`config.mk`:
```
export PLATFORM = sky130hd
export DESIGN_NAME = vga_timing_gen
export DESIGN_NICKNAME = d
export VERILOG_FILES = /design/src/rtl/vga_timing_gen.sv
export SDC_FILE = /design/constraint.sdc
export NUM_CORES = 1
export LEC_CHECK = 0
export ABC_AREA = 1
export CORE_ASPECT_RATIO = 0.7
export CORE_UTILIZATION = 39
export CTS_BUF_LIST = sky130_fd_sc_hd__clkbuf_8
export CTS_CLUSTER_DIAMETER = 40
export CTS_CLUSTER_SIZE = 8
export DETAILED_ROUTE_END_ITERATION = 8
export MAX_ROUTING_LAYER = met4
export PLACE_DENSITY = 0.73
export SLEW_MARGIN = 20
export SYNTH_ARGS = -nofsm -noshare
export SYNTH_HDL_FRONTEND = slang
export SYNTH_SLANG_ARGS = --single-unit
```
`constraint.sdc`:
```
create_clock -name clk -period 1.69 [get_ports clk]
set_input_delay 0.338 -clock clk [delete_from_list [all_inputs] [get_ports clk]]
set_output_delay 0.338 -clock clk [all_outputs]
set_load 0.005 [all_outputs]
```
`src/rtl/vga_timing_gen.sv`:
```
// VGA raster timing generator (640x480 @ 60 Hz defaults, 800x525 total).
// Produces registered pixel/line counters, active-low syncs, a visible-area
// flag, a frame-start pulse and a pixel-advance strobe.
// Optional feature: define VGA_CLKDIV_EN to run from a 50 MHz clock with an
// internal divide-by-two pixel tick; undefined, every 25 MHz edge is a tick.
module vga_timing_gen #(
  parameter int H_VISIBLE = 640,
  parameter int H_FRONT   = 16,
  parameter int H_SYNC    = 96,
  parameter int H_BACK    = 48,
  parameter int V_VISIBLE = 480,
  parameter int V_FRONT   = 10,
  parameter int V_SYNC    = 2,
  parameter int V_BACK    = 33
) (
  input  logic       clk,
  input  logic       rst,
  output logic [9:0] x,
  output logic [9:0] y,
  output logic       hsync,
  output logic       vsync,
  output logic       video_on,
  output logic       frame_start,
  output logic       pix_tick
);

  localparam int H_TOTAL = H_VISIBLE + H_FRONT + H_SYNC + H_BACK;
  localparam int V_TOTAL = V_VISIBLE + V_FRONT + V_SYNC + V_BACK;

  localparam logic [9:0] H_LAST     = 10'(H_TOTAL - 1);
  localparam logic [9:0] V_LAST     = 10'(V_TOTAL - 1);
  localparam logic [9:0] H_VIS_END  = 10'(H_VISIBLE);
  localparam logic [9:0] V_VIS_END  = 10'(V_VISIBLE);
  localparam logic [9:0] HS_START   = 10'(H_VISIBLE + H_FRONT);
  localparam logic [9:0] HS_END     = 10'(H_VISIBLE + H_FRONT + H_SYNC);
  localparam logic [9:0] VS_START   = 10'(V_VISIBLE + V_FRONT);
  localparam logic [9:0] VS_END     = 10'(V_VISIBLE + V_FRONT + V_SYNC);

  // After reset the raster is parked; the first tick places it at (0,0)
  // rather than advancing, so the first visible pixel gets a full period.
  typedef enum logic {
    ST_IDLE = 1'b0,
    ST_RUN  = 1'b1
  } state_t;

  state_t r_state;
  state_t w_stateNext;

  logic       w_tick;
  logic [9:0] w_xNext;
  logic [9:0] w_yNext;
  logic       w_hsyncNext;
  logic       w_vsyncNext;
  logic       w_videoOnNext;
  logic       w_frameStartNext;

  logic [9:0] r_x;
  logic [9:0] r_y;
  logic       r_hsync;
  logic       r_vsync;
  logic       r_videoOn;
  logic       r_frameStart;
  logic       r_pixTick;

`ifdef VGA_CLKDIV_EN
  logic r_toggle;

  // Divide-by-two phase: the tick lands on edges where the toggle reads 1,
  // so the first tick after reset release is the second clock edge.
  always_ff @(posedge clk) begin
    if (rst) begin
      r_toggle <= 1'b0;
    end else begin
      r_toggle <= ~r_toggle;
    end
  end

  assign w_tick = r_toggle;
`else
  assign w_tick = 1'b1;
`endif

  // Raster state register: parked after reset, running after first tick.
  always_ff @(posedge clk) begin
    if (rst) begin
      r_state <= ST_IDLE;
    end else begin
      r_state <= w_stateNext;
    end
  end

  // Next raster position: start at origin, then step x and wrap into y.
  always_comb begin
    w_stateNext = r_state;
    w_xNext     = r_x;
    w_yNext     = r_y;
    if (w_tick) begin
      if (r_state == ST_IDLE) begin
        w_stateNext = ST_RUN;
        w_xNext     = 10'd0;
        w_yNext     = 10'd0;
      end else if (r_x == H_LAST) begin
        w_xNext = 10'd0;
        if (r_y == V_LAST) begin
          w_yNext = 10'd0;
        end else begin
          w_yNext = r_y + 10'd1;
        end
      end else begin
        w_xNext = r_x + 10'd1;
      end
    end
  end

  // Decode the flags from the position that will be registered alongside
  // them, so flags and counters always describe the same pixel.
  always_comb begin
    w_hsyncNext      = ~((w_xNext >= HS_START) && (w_xNext < HS_END));
    w_vsyncNext      = ~((w_yNext >= VS_START) && (w_yNext < VS_END));
    w_videoOnNext    = (w_xNext < H_VIS_END) && (w_yNext < V_VIS_END);
    w_frameStartNext = (w_xNext == 10'd0) && (w_yNext == 10'd0);
  end

  // Output registers: update only on pixel ticks, hold in between.
  always_ff @(posedge clk) begin
    if (rst) begin
      r_x          <= 10'd0;
      r_y          <= 10'd0;
      r_hsync      <= 1'b1;
      r_vsync      <= 1'b1;
      r_videoOn    <= 1'b0;
      r_frameStart <= 1'b0;
      r_pixTick    <= 1'b0;
    end else begin
      r_pixTick <= w_tick;
      if (w_tick) begin
        r_x          <= w_xNext;
        r_y          <= w_yNext;
        r_hsync      <= w_hsyncNext;
        r_vsync      <= w_vsyncNext;
        r_videoOn    <= w_videoOnNext;
        r_frameStart <= w_frameStartNext;
      end
    end
  end

  assign x           = r_x;
  assign y           = r_y;
  assign hsync       = r_hsync;
  assign vsync       = r_vsync;
  assign video_on    = r_videoOn;
  assign frame_start = r_frameStart;
  assign pix_tick    = r_pixTick;

endmodule

```
**Yosys cells after proc, flatten, opt, wreduce, memory -nomap -nowiden**

Index checks and enable logic that the tools add are counted.

- Register bits after elaboration: 25
- Bits of input ports: 2
- Output and inout bits: 25

- $add $sub $neg: 2
- Magnitude comparators: 6
- Equality and inequality tests: 2
- Mux-type cells: 6
- Bitwise logic cells: 2
- Reductions and logical operators: 6

Operators with widths:

| kind | number |
|---|---|
| $mux W10 | 5 |
| $add A10 B1 Y10 const B | 2 |
| $eq A10 B10 Y1 const B | 2 |
| $logic_not A10 Y1 | 2 |
| $lt A10 B10 Y1 const B | 2 |
| $lt A10 B9 Y1 const B | 2 |
| $ge A10 B10 Y1 const B | 1 |
| $ge A10 B9 Y1 const B | 1 |
| $logic_and A1 B1 Y1 | 4 |
| $not A1 Y1 | 2 |
| $mux W1 | 1 |

**Logic depth before layout (Yosys ltp)**

- Word-level depth: 7
- Gate-level depth with buffers: 12

**Least setup slack after synthesis**

OpenSTA, ideal clock, no wires.

- Path kind: register to register
- Start: reg r_x[0] (netlist: x[0])
- End: reg r_vsync (netlist: vsync)
- Setup time: 0.124 ns
- Arrival time: 1.536 ns
- Required time: 1.566 ns
- Setup slack: 0.031 ns
- Stages on the path, launching flop included: 11
- Period minus slack after synthesis: 1.659 ns
- Cells stage by stage: dfxtp_1 > ha_1 > nand2_2 > nor2_8 > inv_4 > nor2_8 > nand4_2 > nand3_2 > nand2_1 > nor2_2 > nand3_1

- Longest elaborated chain between the ends: 6
- Elaborated cells on any way between the ends: 7
- Those cells by class: order compare (2); eq/ne (1); mux (2); bitwise (1); reduce/logical (1)

RTL lines:

| element | RTL line | text |
|---|---|---|
| from (decl) | 57 | `logic [9:0] r_x;` |
| from (signal assigned) | 137 | `r_x <= w_xNext;` |
| $eq A10 B10 Y1 (*) | 102 | `end else if (r_x == H_LAST) begin` |
| $mux W10 (*) | 102 |  |
| $mux W10 (*) | 98 | `if (r_state == ST_IDLE) begin` |
| $ge A10 B9 Y1 / $lt A10 B9 Y1 (equally long branches) | 119 | `w_vsyncNext = ~((w_yNext >= VS_START) && (w_yNext < VS_END));` |
| $logic_and A1 B1 Y1 (*) | 119 |  |
| $not A1 Y1 (*) | 119 |  |
| to (signal assigned) | 140 | `r_vsync <= w_vsyncNext;` |
| to (decl) | 60 | `logic r_vsync;` |

Mark *: on every way between the ends. The rest lies on a longest branch, timed or not.
A chain may end at the register's enable or synchronous reset.

**Final worst setup path**

- Start: reg r_pixTick (netlist: pix_tick)
- End: out pix_tick

RTL lines:

| element | RTL line | text |
|---|---|---|
| from (decl) | 63 | `logic r_pixTick;` |
| from (signal assigned) | 135 | `r_pixTick <= w_tick;` |
| to (decl) | 24 | `output logic pix_tick` |

No word-level cell between the ends.

==> results <==
- The most used flip-flop cell after synthesis is dfxtp_1.
- The number of placed instances with taps included is 336.
- The post-synthesis instance total is 245.
- The average instance area after synthesis is 6.18 um2.
- Counting flops with a built-in enable in the synthesized netlist gives 0.
- The share of the yosys chip area belonging to registers is 33.1%.
- The number of buffer and inverter stages on the critical path is 1.
- The clock passes through at most 2 buffers.
- The path class of the tightest hold or removal check is flop to flop.
- The number of global-route vias before repair was 1454.
- The total count of hold-check failures in the final report is 0.
- The maximum fanout along the worst path is 8.
- The multi-input logic area is 0.00103 mm2.
- The proportion of layout cells with a drive suffix above 1 is 25.3%.
- The count of pins over their slew limit is 0.
- Yosys printed 0 warnings.
- The number of nets in the synthesized netlist is 250.
- The launch point of the critical path is pix_tick.
- Global routing consumed, over all layers together, 23.0% of the routing resources.
- The worst slew margin relative to its limit is 83.6%.
- The final setup violation count is 0.
- The number of primary I/O pins is 27.
- Counting cells, the worst reg-to-reg path comes to 10.
- The delay of the slowest cell on the worst path is 0.55 ns.
- The floorplan step set the die width to 76.5 um.
- The routed via count divided by cell count is 5.05.
- In the final layout, flip-flops and latches occupy 518 um2.
- The iteration-0 DRC count of the detailed router is 213.
- The starting utilization of the core area is 41.8%.
- At the later pin of the worst-skew pair, clock insertion delay measures 0.28 ns.
- 0 antenna diodes ended up in the layout.
- The half-perimeter wire length after placement is 3140 um.
- The clock transition at the registers of the reported paths is 0.09 ns.
- The run finished with clean final reports.
- The logic depth of the worst setup path including buffers is 1.
- The filler cells instantiated in the layout total 329.
- Walking the worst path, the cells encountered are clkdlybuf4s50_1.
- STA classifies the critical path startpoint as a flop.
- The final period demand of the worst path is 1.64 ns.
- The number of antenna violations at the first check in global routing is 0.
- The area of the core is 0.00363 mm2.
- The root buffer cell is clkbuf_8.
- At the pin with the least slew margin, the transition time is 0.245 ns.
- Summing every instance area after synthesis gives 0.00151 mm2.
- Dividing the detail-routed wire length by the instance count gives 12.9 um.
- The startpoint identified for the worst register-to-register timing path is x[0].
- The wire length of the first global-routing pass is 7090 um.
- The critical path capture point type is a primary output.
- The unique cell type count in the Yosys netlist is 24.
- The fraction of synthesis flops using an asynchronous set or reset pin is 0%.
- CTS saw 25 sinks.
- The weighted congestion at the end of routability-driven global placement is 0.975.
- The worst flop-to-flop path endpoint is vsync.
- The critical path class is flop to primary output.
- The H-tree depth is 1.
- Entering global routing, the biggest net connects 20 pins.
- The endpoint of the worst setup timing path is pix_tick.
- The peak clock frequency supported by timing is 610 MHz.
- The filler-free cell count of the finished design is 343.
- The overall power consumption is 0.00105 W.
- The largest vdd supply drop is 0.325 mV.
- Input and output buffers added on the ports amount to 26.
- The layout net count is 299.
- The die height is 54.1 um.
- The category of cells accounting for the largest share of critical-path delay is buffers and inverters.
- For this block, the via count after detailed routing is 1732.
- The share of the clock period used by the worst path after layout is 97.1%.
- The growth of design area from synthesis to finish is 45.3%.
- The clock arrives with 0.00215 ns of skew.
- Summing all placed instances gives a cell area of 0.00196 mm2.
- Setup slack on the worst reg-to-reg path comes out at 0.06 ns.
- After routing, the total negative slack on setup checks comes to 0 ns.
- The count of hold buffers inserted by post-cts repair is 0.
- STA puts the critical path data arrival time at 1.30 ns.
- The remaining number of nets flagged by the antenna check after routing is 0.
- The final hold slack is 0.621 ns.
- The global-route congestion overflow total is 0.
- The first detailed-routing pass took 4 iterations.
- The routed wire length is 4410 um.
- The floorplan has 18 rows.
- The tool flagged a number of max-cap violations equal to 0.
- The count of state elements after synthesis is 25.
- The finished cells cover 0.00220 mm2.
- The floorplan die area is 0.00414 mm2.
- For this design, the slowest cell found on the critical path is clkdlybuf4s50_1.
- The number of clock buffers inserted by TritonCTS is 3.
- For the worst setup path, the data required time is 1.35 ns.
- Setup repair after global routing could not meet its margin everywhere.
- TritonCTS built the clock tree.
- In this run the static leakage power is 1.04 nW.
- Dividing total power by cell area gives a power density of 476 mW/mm2.
- For this run, design rule violations remaining after detail routing come to 0.
[how the worst min path moves through the flow]
stage | from | to | slack [ns] | cells past startpoint
3_3_place_gp | pix_tick | y[5] | 0.65 | 2
2_1_floorplan | rst | pix_tick | 0.44 | 1
6_report | pix_tick | y[8] | 0.62 | 2
3_5_place_dp | y[0] | y[0] | 0.63 | 4
5_1_grt | pix_tick | y[8] | 0.65 | 2
4_1_cts | pix_tick | y[5] | 0.61 | 2
[where the power goes]
group	leakage (nW)	switching, W	internal, W
Combinational	0.803	0.0000380	0.0000307
Clock	0.0255	0.000211	0.000166
Sequential	0.208	0.00000802	0.000593
[worst min-delay path, stage by stage (launching register included)]
cell and delay [ns]:
dfxtp_2 0.40, nand3_2 0.13, nor2_1 0.04
[kinds of logic after synthesis]
family	share of synthesized area, %
AO/OA/AOI/OAI	3.39
XOR/XNOR	0.579
adder cells (fa/ha/maj)	2.48
buffers and inverters	9.09
flip-flops	33.1
AND/OR/NAND/NOR	51.4
[placed cells by master (no fill, tap or decap), drive strengths merged, types with 2 or more instances in the layout]
cell / synthesis / routed
inv: 33 / 33
dfxtp: 25 / 25
nand4: 3 / 3
ha: 3 / 3
a21oi: 2 / 2
nor2: 50 / 51
nor3: 2 / 2
clkdlybuf4s50: 0 / 26
nand3: 38 / 38
buf: 1 / 20
clkbuf: 2 / 3
nand2: 76 / 76
o21ai: 6 / 6
[through the flow]
stage          setup WS (ns)  util, %
4_1_cts               0.0125     57.1
3_3_place_gp         -0.0564     54.1
3_5_place_dp         -0.0977     54.1
5_1_grt              -0.0217     60.7
6_report              0.0493     60.7
2_1_floorplan         0.0307        -
[state kept, by name, indices dropped and copies added, names as in the netlist]
signal	count
video_on	1
y	10
vsync	1
x	10
pix_tick	1
hsync	1
frame_start	1
[layer usage]
layer | wire length, um | track usage, %
met1 | 2140 | 32.2
met2 | 1910 | 34.7
met5 | 0 | -
met4 | 45 | 4.17
met3 | 326 | 4.41
[cell type report]
class	count	area share, %
multi-input cells	185	46.9
flip-flops and latches	25	23.5
repair buffers	46	18.8
clock buffers	3	1.88
well taps	50	2.84
inverters	33	5.75
clock inverters	1	0.228
[timing repair]
action                     in CTS  in global routing
pin swaps                       4                 12
gates cloned                    1                  0
setup endpoints to repair       4                  6
gates resized for setup        14                 36
hold endpoints to repair        0                  0
buffers inserted                0                  2
[cells in the mapped netlist, types with 3 or more instances]
master | instances | share of area, %
nand2_1 | 72 | 18
nor2_1 | 44 | 11
nand3_1 | 36 | 12
inv_1 | 32 | 7.9
dfxtp_1 | 25 | 33
o21ai_0 | 5 | 1.7
nor2_2 | 4 | 1.7
ha_1 | 3 | 2.5
nand2_2 | 3 | 1.2
No activity file was read; power rests on OpenSTA's default activity.
